==> config.mk <==
export PLATFORM = sky130hd
export DESIGN_NAME = mem_arbiter
export DESIGN_NICKNAME = d
export VERILOG_FILES = /design/src/rtl/cpu_bus_pkg.sv /design/src/rtl/arb_watchdog.sv /design/src/rtl/mem_arbiter.sv
export SDC_FILE = /design/constraint.sdc
export NUM_CORES = 1
export LEC_CHECK = 0
export CAP_MARGIN = 20
export CORE_ASPECT_RATIO = 2
export CORE_MARGIN = 2
export CORE_UTILIZATION = 45
export CTS_CLUSTER_DIAMETER = 40
export DETAILED_ROUTE_END_ITERATION = 10
export PLACE_DENSITY = 0.89
export SLEW_MARGIN = 40
export SYNTH_ARGS = -nofsm -noshare
export SYNTH_HDL_FRONTEND = slang
export SYNTH_SLANG_ARGS = --single-unit
==> constraint.sdc <==
create_clock -name clk -period 3.9 [get_ports clk]
set_clock_uncertainty 0.1 [all_clocks]
set_input_delay 1.17 -clock clk [delete_from_list [all_inputs] [get_ports clk]]
set_output_delay 1.17 -clock clk [all_outputs]
set_load 0.005 [all_outputs]
==> src/rtl/cpu_bus_pkg.sv <==
// Shared types, default widths and grant encoding for the CPU memory-bus arbiter.
package cpu_bus_pkg;

    localparam int unsigned DEF_ADDR_W  = 32;
    localparam int unsigned DEF_DATA_W  = 32;
    localparam int unsigned DEF_SEL_W   = DEF_DATA_W / 8;
    localparam int unsigned DEF_TIMEOUT = 255;

    localparam logic GNT_IF = 1'b0;
    localparam logic GNT_DM = 1'b1;

    typedef enum logic [2:0] {
        IDLE,
        IF_BUS,
        DM_BUS,
        IF_RESP,
        DM_RESP
    } arbState_t;

    // A tie goes to whichever port was not served most recently.
    function automatic logic pickGrant(
        input logic ifReq,
        input logic dmReq,
        input logic lastGrant
    );
        if (ifReq && dmReq) begin
            return (lastGrant == GNT_IF) ? GNT_DM : GNT_IF;
        end
        return dmReq ? GNT_DM : GNT_IF;
    endfunction

endpackage

==> src/rtl/arb_watchdog.sv <==
// Bus-transaction watchdog: counts cycles while enabled and flags expiry on the
// TIMEOUT-th enabled cycle since the last clear.
module arb_watchdog #(
    parameter int unsigned TIMEOUT = 255
) (
    input  logic clk,
    input  logic rstn,
    input  logic clear,
    input  logic enable,
    output logic expired
);

    localparam int unsigned CNT_W = $clog2(TIMEOUT + 1);

    logic [CNT_W-1:0] count;

    // Count only in the bus state; hold at the limit so the counter never wraps.
    always_ff @(posedge clk or negedge rstn) begin
        if (!rstn) begin
            count <= '0;
        end else if (clear) begin
            count <= '0;
        end else if (enable && !expired) begin
            count <= count + CNT_W'(1);
        end
    end

    assign expired = enable && (count == CNT_W'(TIMEOUT - 1));

endmodule

==> src/rtl/mem_arbiter.sv <==
// Arbitrates the shared single-port memory bus between instruction fetch and
// data memory, returning one-cycle acks and aborting hung transactions.
module mem_arbiter
    import cpu_bus_pkg::*;
#(
    parameter int unsigned ADDR_W  = DEF_ADDR_W,
    parameter int unsigned DATA_W  = DEF_DATA_W,
    parameter int unsigned SEL_W   = DEF_SEL_W,
    parameter int unsigned TIMEOUT = DEF_TIMEOUT
) (
    input  logic              clk,
    input  logic              rstn,
    input  logic              if_req,
    input  logic [ADDR_W-1:0] if_addr,
    output logic [DATA_W-1:0] if_rdata,
    output logic              if_ack,
    input  logic              dm_req,
    input  logic              dm_we,
    input  logic [SEL_W-1:0]  dm_sel,
    input  logic [ADDR_W-1:0] dm_addr,
    input  logic [DATA_W-1:0] dm_wdata,
    output logic [DATA_W-1:0] dm_rdata,
    output logic              dm_ack,
    output logic              stall_if,
    output logic              stall_mem,
    output logic              bus_req,
    output logic              bus_we,
    output logic [SEL_W-1:0]  bus_sel,
    output logic [ADDR_W-1:0] bus_addr,
    output logic [DATA_W-1:0] bus_wdata,
    input  logic [DATA_W-1:0] bus_rdata,
    input  logic              bus_ack,
    output logic              bus_err
);

    arbState_t         state;
    arbState_t         nextState;
    logic              lastGrant;
    logic              nextLastGrant;
    logic              nextBusReq;
    logic              nextBusWe;
    logic [SEL_W-1:0]  nextBusSel;
    logic [ADDR_W-1:0] nextBusAddr;
    logic [DATA_W-1:0] nextBusWdata;
    logic [DATA_W-1:0] nextIfRdata;
    logic [DATA_W-1:0] nextDmRdata;
    logic              nextIfAck;
    logic              nextDmAck;
    logic              nextBusErr;
    logic              wdClear;
    logic              wdEnable;
    logic              wdExpired;

    arb_watchdog #(
        .TIMEOUT(TIMEOUT)
    ) u_watchdog (
        .clk    (clk),
        .rstn   (rstn),
        .clear  (wdClear),
        .enable (wdEnable),
        .expired(wdExpired)
    );

    // Next-state and next-output logic; bus fields hold unless a grant is made.
    always_comb begin
        nextState     = state;
        nextLastGrant = lastGrant;
        nextBusReq    = bus_req;
        nextBusWe     = bus_we;
        nextBusSel    = bus_sel;
        nextBusAddr   = bus_addr;
        nextBusWdata  = bus_wdata;
        nextIfRdata   = if_rdata;
        nextDmRdata   = dm_rdata;
        nextIfAck     = 1'b0;
        nextDmAck     = 1'b0;
        nextBusErr    = 1'b0;
        wdClear       = 1'b0;
        wdEnable      = 1'b0;

        unique case (state)
            IDLE: begin
                if (if_req || dm_req) begin
                    wdClear    = 1'b1;
                    nextBusReq = 1'b1;
                    if (pickGrant(if_req, dm_req, lastGrant) == GNT_DM) begin
                        nextState    = DM_BUS;
                        nextBusWe    = dm_we;
                        nextBusSel   = dm_sel;
                        nextBusAddr  = dm_addr;
                        nextBusWdata = dm_wdata;
                    end else begin
                        nextState    = IF_BUS;
                        nextBusWe    = 1'b0;
                        nextBusSel   = '1;
                        nextBusAddr  = if_addr;
                        nextBusWdata = '0;
                    end
                end
            end
            IF_BUS: begin
                wdEnable = 1'b1;
                if (bus_ack || wdExpired) begin
                    nextIfRdata   = bus_ack ? bus_rdata : '0;
                    nextBusErr    = !bus_ack;
                    nextBusReq    = 1'b0;
                    nextIfAck     = 1'b1;
                    nextLastGrant = GNT_IF;
                    nextState     = IF_RESP;
                end
            end
            DM_BUS: begin
                wdEnable = 1'b1;
                if (bus_ack || wdExpired) begin
                    // Writes leave the read-data register alone; aborts clear it.
                    if (!bus_ack) begin
                        nextDmRdata = '0;
                    end else if (!bus_we) begin
                        nextDmRdata = bus_rdata;
                    end
                    nextBusErr    = !bus_ack;
                    nextBusReq    = 1'b0;
                    nextDmAck     = 1'b1;
                    nextLastGrant = GNT_DM;
                    nextState     = DM_RESP;
                end
            end
            IF_RESP, DM_RESP: begin
                nextState = IDLE;
            end
            default: begin
                nextState = IDLE;
            end
        endcase
    end

    // State and registered outputs.
    always_ff @(posedge clk or negedge rstn) begin
        if (!rstn) begin
            state     <= IDLE;
            lastGrant <= GNT_IF;
            bus_req   <= 1'b0;
            bus_we    <= 1'b0;
            bus_sel   <= '0;
            bus_addr  <= '0;
            bus_wdata <= '0;
            bus_err   <= 1'b0;
            if_rdata  <= '0;
            dm_rdata  <= '0;
            if_ack    <= 1'b0;
            dm_ack    <= 1'b0;
        end else begin
            state     <= nextState;
            lastGrant <= nextLastGrant;
            bus_req   <= nextBusReq;
            bus_we    <= nextBusWe;
            bus_sel   <= nextBusSel;
            bus_addr  <= nextBusAddr;
            bus_wdata <= nextBusWdata;
            bus_err   <= nextBusErr;
            if_rdata  <= nextIfRdata;
            dm_rdata  <= nextDmRdata;
            if_ack    <= nextIfAck;
            dm_ack    <= nextDmAck;
        end
    end

    assign stall_if  = if_req && !if_ack;
    assign stall_mem = dm_req && !dm_ack;

endmodule
# After elaboration in Yosys (flattened, before gate mapping)
# Cells that the tools add are included.
# classes
addsub,1
eq_ne,8
mux,36
n_reduce_logical,22
# op_table
operator,count
$mux W32,5
$mux W1,21
$mux W8,2
$reduce_and A3 Y1,4
$mux W3,3
$pmux W3 S3,1
$add A8 B1 Y8 const B,1
$eq A8 B8 Y1 const B,1
$ne A2 B2 Y1 const B,4
$reduce_bool A2 Y1,3
$logic_and A1 B1 Y1,5
$logic_not A1 Y1,4
$mux W4,1
$pmux W1 S2,2
$reduce_and A2 Y1,2
$eq A3 B1 Y1 const B,1
$eq A3 B2 Y1 const B,1
$logic_not A3 Y1,1
$logic_or A1 B1 Y1,2
$mux W2,1
$ne A2 B1 Y1 const B,1
$reduce_or A2 Y1,1
# word_totals
reg_bits,149
input_bits,138
out_inout_bits,139
word_cells,80

# Depth between registers and ports, before layout
# depth
ltp_word,10
ltp_mapped,7
depth_no_buf,7

# By module
# From an unflattened synthesis, not the netlist that was laid out.
# hier_totals
hier_cells,485
hier_area_um2,6192.2
# by_module_without_submodules
mod,n_inst,cells_each,area_each_um2
mem_arbiter,1,437,5685.5
arb_watchdog,1,48,506.7

# Worst setup path before layout
# OpenSTA, ideal clock, no wires.
# synth_timing
path_kind,input to output
startpoint,in if_req
endpoint,out stall_if
arrival_time_ps,1301
path_slack_ps,1329
stages,1
cell_sequence,nor2b_1
# synth_between
elab_chain_cells,1
# synth_rtl
item,line_no,source
start: declaration,mem_arbiter.sv:13,"input logic if_req,"
$logic_and A1 B1 Y1,mem_arbiter.sv:168,assign stall_if = if_req && !if_ack;
end: declaration,mem_arbiter.sv:24,"output logic stall_if,"
# No other way between the ends.

# Worst setup path after layout
# Ends and elaborated chain as after synthesis.

==> flow_summary.toml <==
[final_layout]
diodes = 0
area_delta_synth_final_pct = 59.5
final_cell_area_um2 = 9640
multi_input_comb_area_um2 = 2140
fillerInstances = 871
final_util = 0.738
instances_no_fill = 944
regArea_um2 = 3730
nets = 920
drive_above_1_share = 0.0657

[floorplan]
dieArea_um2 = 14400
die_w_um = 85.9
dieHeight_um = 168
row_count = 59
io_pins = 277
initial_utilization = 0.462
core_um2 = 13100

[routing]
vias_per_cell = 5.71
wl_per_cell_um = 20.6
dr.pass1.iters = 5
antenna_left = 0
drc = 0
wl_mm = 19.4
initialDrtViolationCount = 378
dr_total_vias = 5391

[synth]
synth-seq-cells = 149
synth_area_leaders = "dfrtp_1 (62%), a22o_1 (9.4%), mux2i_1 (5.5%), o21ai_0 (5.2%), nand2_1 (4.3%)"
syn_area_um2 = 6040
ys_warn_count = 0
synth.avg_cell_area_um2 = 11.7
synth.distinct_cells = 36
synth_edf_count = 0
synth_async_sr_flop_share = 1.00
seq_area_frac_synth = 0.617
synth_top_area_frac = 0.617
synthCells = 515
synthFlopType = "dfrtp_1"
yosys.area.top_type = "dfrtp_1"
syn_nets = 655

[setup_path]
rr_startpoint = "u_watchdog.count[0]"
crit_chain = "clkdlybuf4s50_1 > nor2b_1 > clkdlybuf4s50_1"
worstSetupEndpointType = "output pin"
cp_top_family = "buffers and inverters"
cp.required_ns = 2.63
r2r_cells = 6
r2r_end = "dm_rdata[15]"
critical_path.max_fanout = 2
startpoint_type = "input pin"
cpMaxStageDelayCell = "clkdlybuf4s50_1"
reg2reg_slack_ns = 1.75
crit_buf_inv = 2
critPathKind = "input pin to output pin"
crit_arrival_ns = 2.32
crit_path_frequent_cell = "clkdlybuf4s50_1"
max_stage_delay_ns = 0.50

[clocking]
cts_root_buf = "clkbuf_16"
hold_buffers = 0
clkTransAtPathRegs_ns = 0.06
cts_buffers = 17
cts_max_level = 4
cts-resized-gates = 0
clock_path_buffers = 2
worstSkewPairLatency_ns = 0.40
cts_tree = "built"
postCtsSetupRepairBufs = 0
cts_sinks = 149

[sta]
rsz0062_at_grt = "no"
fin_crit_sh = 0.920
setup_slack_ns = 0.314
worstMarginPinSlew_ns = 0.687
hold_violations = 0
whs_ns = 0.386
timing.final.max_slew_violations = 0
setup_viol = 0
fin_tns_setup_ns = 0
slew_headroom = 0.542
fin_crit_ns = 3.59
fmax_mhz = 279

[grt]
grt_usage = 0.267
grt_max_degree = 105
antenna_found_initial = 0
grt_overflow = 0
grt_pass1_wl_mm = 29.7
grt_pass1_vias = 5564

[pwr]
cellLeakagePower_nw = 4.17
p_switching_mw = 2.52
ir_drop_v = 0.000447
power_mw = 7.97
sw_frac_of_total = 0.316
pwr_density_cell_nw_per_um2 = 827
combPwrFrac = 0.417
p_clk_frac = 0.235
internal_power_mw = 5.45
seqPwrFrac = 0.349

[placement]
dp_cells = 913
place_hpwl_mm = 13.9
place_area_um2 = 8960
routabilityCongestion = 0.839
io_buffers = 276
place_ws_ns = 0.328

[job]
maxCapViolCount = 0

[hold_path]
hold_depth = 2
holdPathEnd = "bus_addr[25]"
hp-start = "bus_addr[25]"
hold_class = "flop to flop"

[outcome]
status = "finished, final reports clean"
-- power by group through the flow --
stage / Clock [mW] / Sequential [mW] / Combinational, mW
after floorplan: 0 / 2.73 / 1.33
after global placement: 0 / 2.71 / 3.16
final: 1.87 / 2.78 / 3.32
after global routing: 1.97 / 2.85 / 3.57
after detailed placement: 0 / 2.76 / 3.30
after CTS: 1.90 / 2.77 / 3.35
-- cell usage in the layout (no fill, tap or decap), types with 2 or more instances in the layout --
cell / Yosys / final
nor3_1: 3 / 3
a22oi_1: 32 / 32
clkbuf_16: 0 / 17
o31ai_1: 5 / 5
clkinv_4: 0 / 5
buf_12: 0 / 2
o22a_1: 4 / 4
mux2i_1: 33 / 33
dfrtp_1: 149 / 149
nand2b_1: 2 / 2
clkdlybuf4s50_1: 0 / 275
nand2_1: 69 / 69
o211ai_1: 5 / 5
buf_4: 0 / 10
clkbuf_8: 0 / 2
nor2b_1: 2 / 2
o21ai_0: 63 / 63
a22o_1: 65 / 65
a21oi_1: 2 / 2
o21ba_2: 2 / 2
nor2_1: 5 / 5
bufinv_16: 0 / 6
o21a_1: 2 / 2
inv_1: 4 / 4
o21ai_1: 5 / 4
nand3_1: 6 / 6
ha_1: 2 / 2
-- cells by family (layout without fill, tap and decap cells) --
family	after synthesis	in the layout	synth area share
simple gates	96	96	0.0696
fa+ha+maj	2	2	0.00414
xor+xnor	1	1	0.00145
flops	149	149	0.617
compound gates	187	187	0.219
mux	34	34	0.0565
buf+inv	46	323	0.0319
-- how the worst max path moves through the flow --
stage	from	endpoint	slack, ns	depth (start not counted)
floorplan	if_req	stall_if	1.33	1
global placement	if_req	stall_if	0.34	3
detailed placement	if_req	stall_if	0.33	3
CTS	if_req	stall_if	0.32	3
global route	if_req	stall_if	0.29	3
finish	if_req	stall_if	0.31	3
-- registers in the layout, indices dropped and copies added, names as in the netlist --
| register | cells |
|---|---|
| state | 3 |
| if_ack | 1 |
| dm_rdata | 32 |
| bus_we | 1 |
| bus_sel | 4 |
| bus_addr | 32 |
| if_rdata | 32 |
| bus_req | 1 |
| u_watchdog.count | 8 |
| dm_ack | 1 |
| bus_wdata | 32 |
| lastGrant | 1 |
| bus_err | 1 |
-- cells in the mapped netlist, types with 2 or more instances --
cell type and count:
o22a_1 4, o21ai_1 5, o21ba_2 2, o211ai_1 5
nand3_1 6, dfrtp_1 149, a21oi_1 2, nor2_1 5
o21a_1 2, nand2_1 69, o21ai_0 63, mux2i_1 33
o31ai_1 5, clkbuf_1 26, nor3_1 3, buf_2 15
inv_1 4, ha_1 2, nand2b_1 2, nor2b_1 2
a22oi_1 32, a22o_1 65
-- layer usage --
layer | global-route usage | vias up | wire length [µm]
met4 | 0.125 | 0 | 737
li1 | - | 2413 | -
met2 | 0.493 | 264 | 10700
met3 | 0.0554 | 50 | 1300
met5 | 0 | - | 0
met1 | 0.281 | 2664 | 6670
-- final cells by class --
cell class	count	area share
clock buffer	20	0.0474
clock inverter	11	0.0232
inverter	4	0.00156
multi-input combinational	320	0.222
sequential	149	0.387
tap	152	0.0197
timing repair buffer	288	0.299
-- worst reg2reg max path, stage by stage (launching register included) --
cell      delay, ns
dfrtp_1        0.43
inv_1          0.08
ha_1           0.15
nand3_1        0.10
nor2_1         0.23
and4bb_2       0.69
o21ai_0        0.22
(Power assumes the default switching activity.)
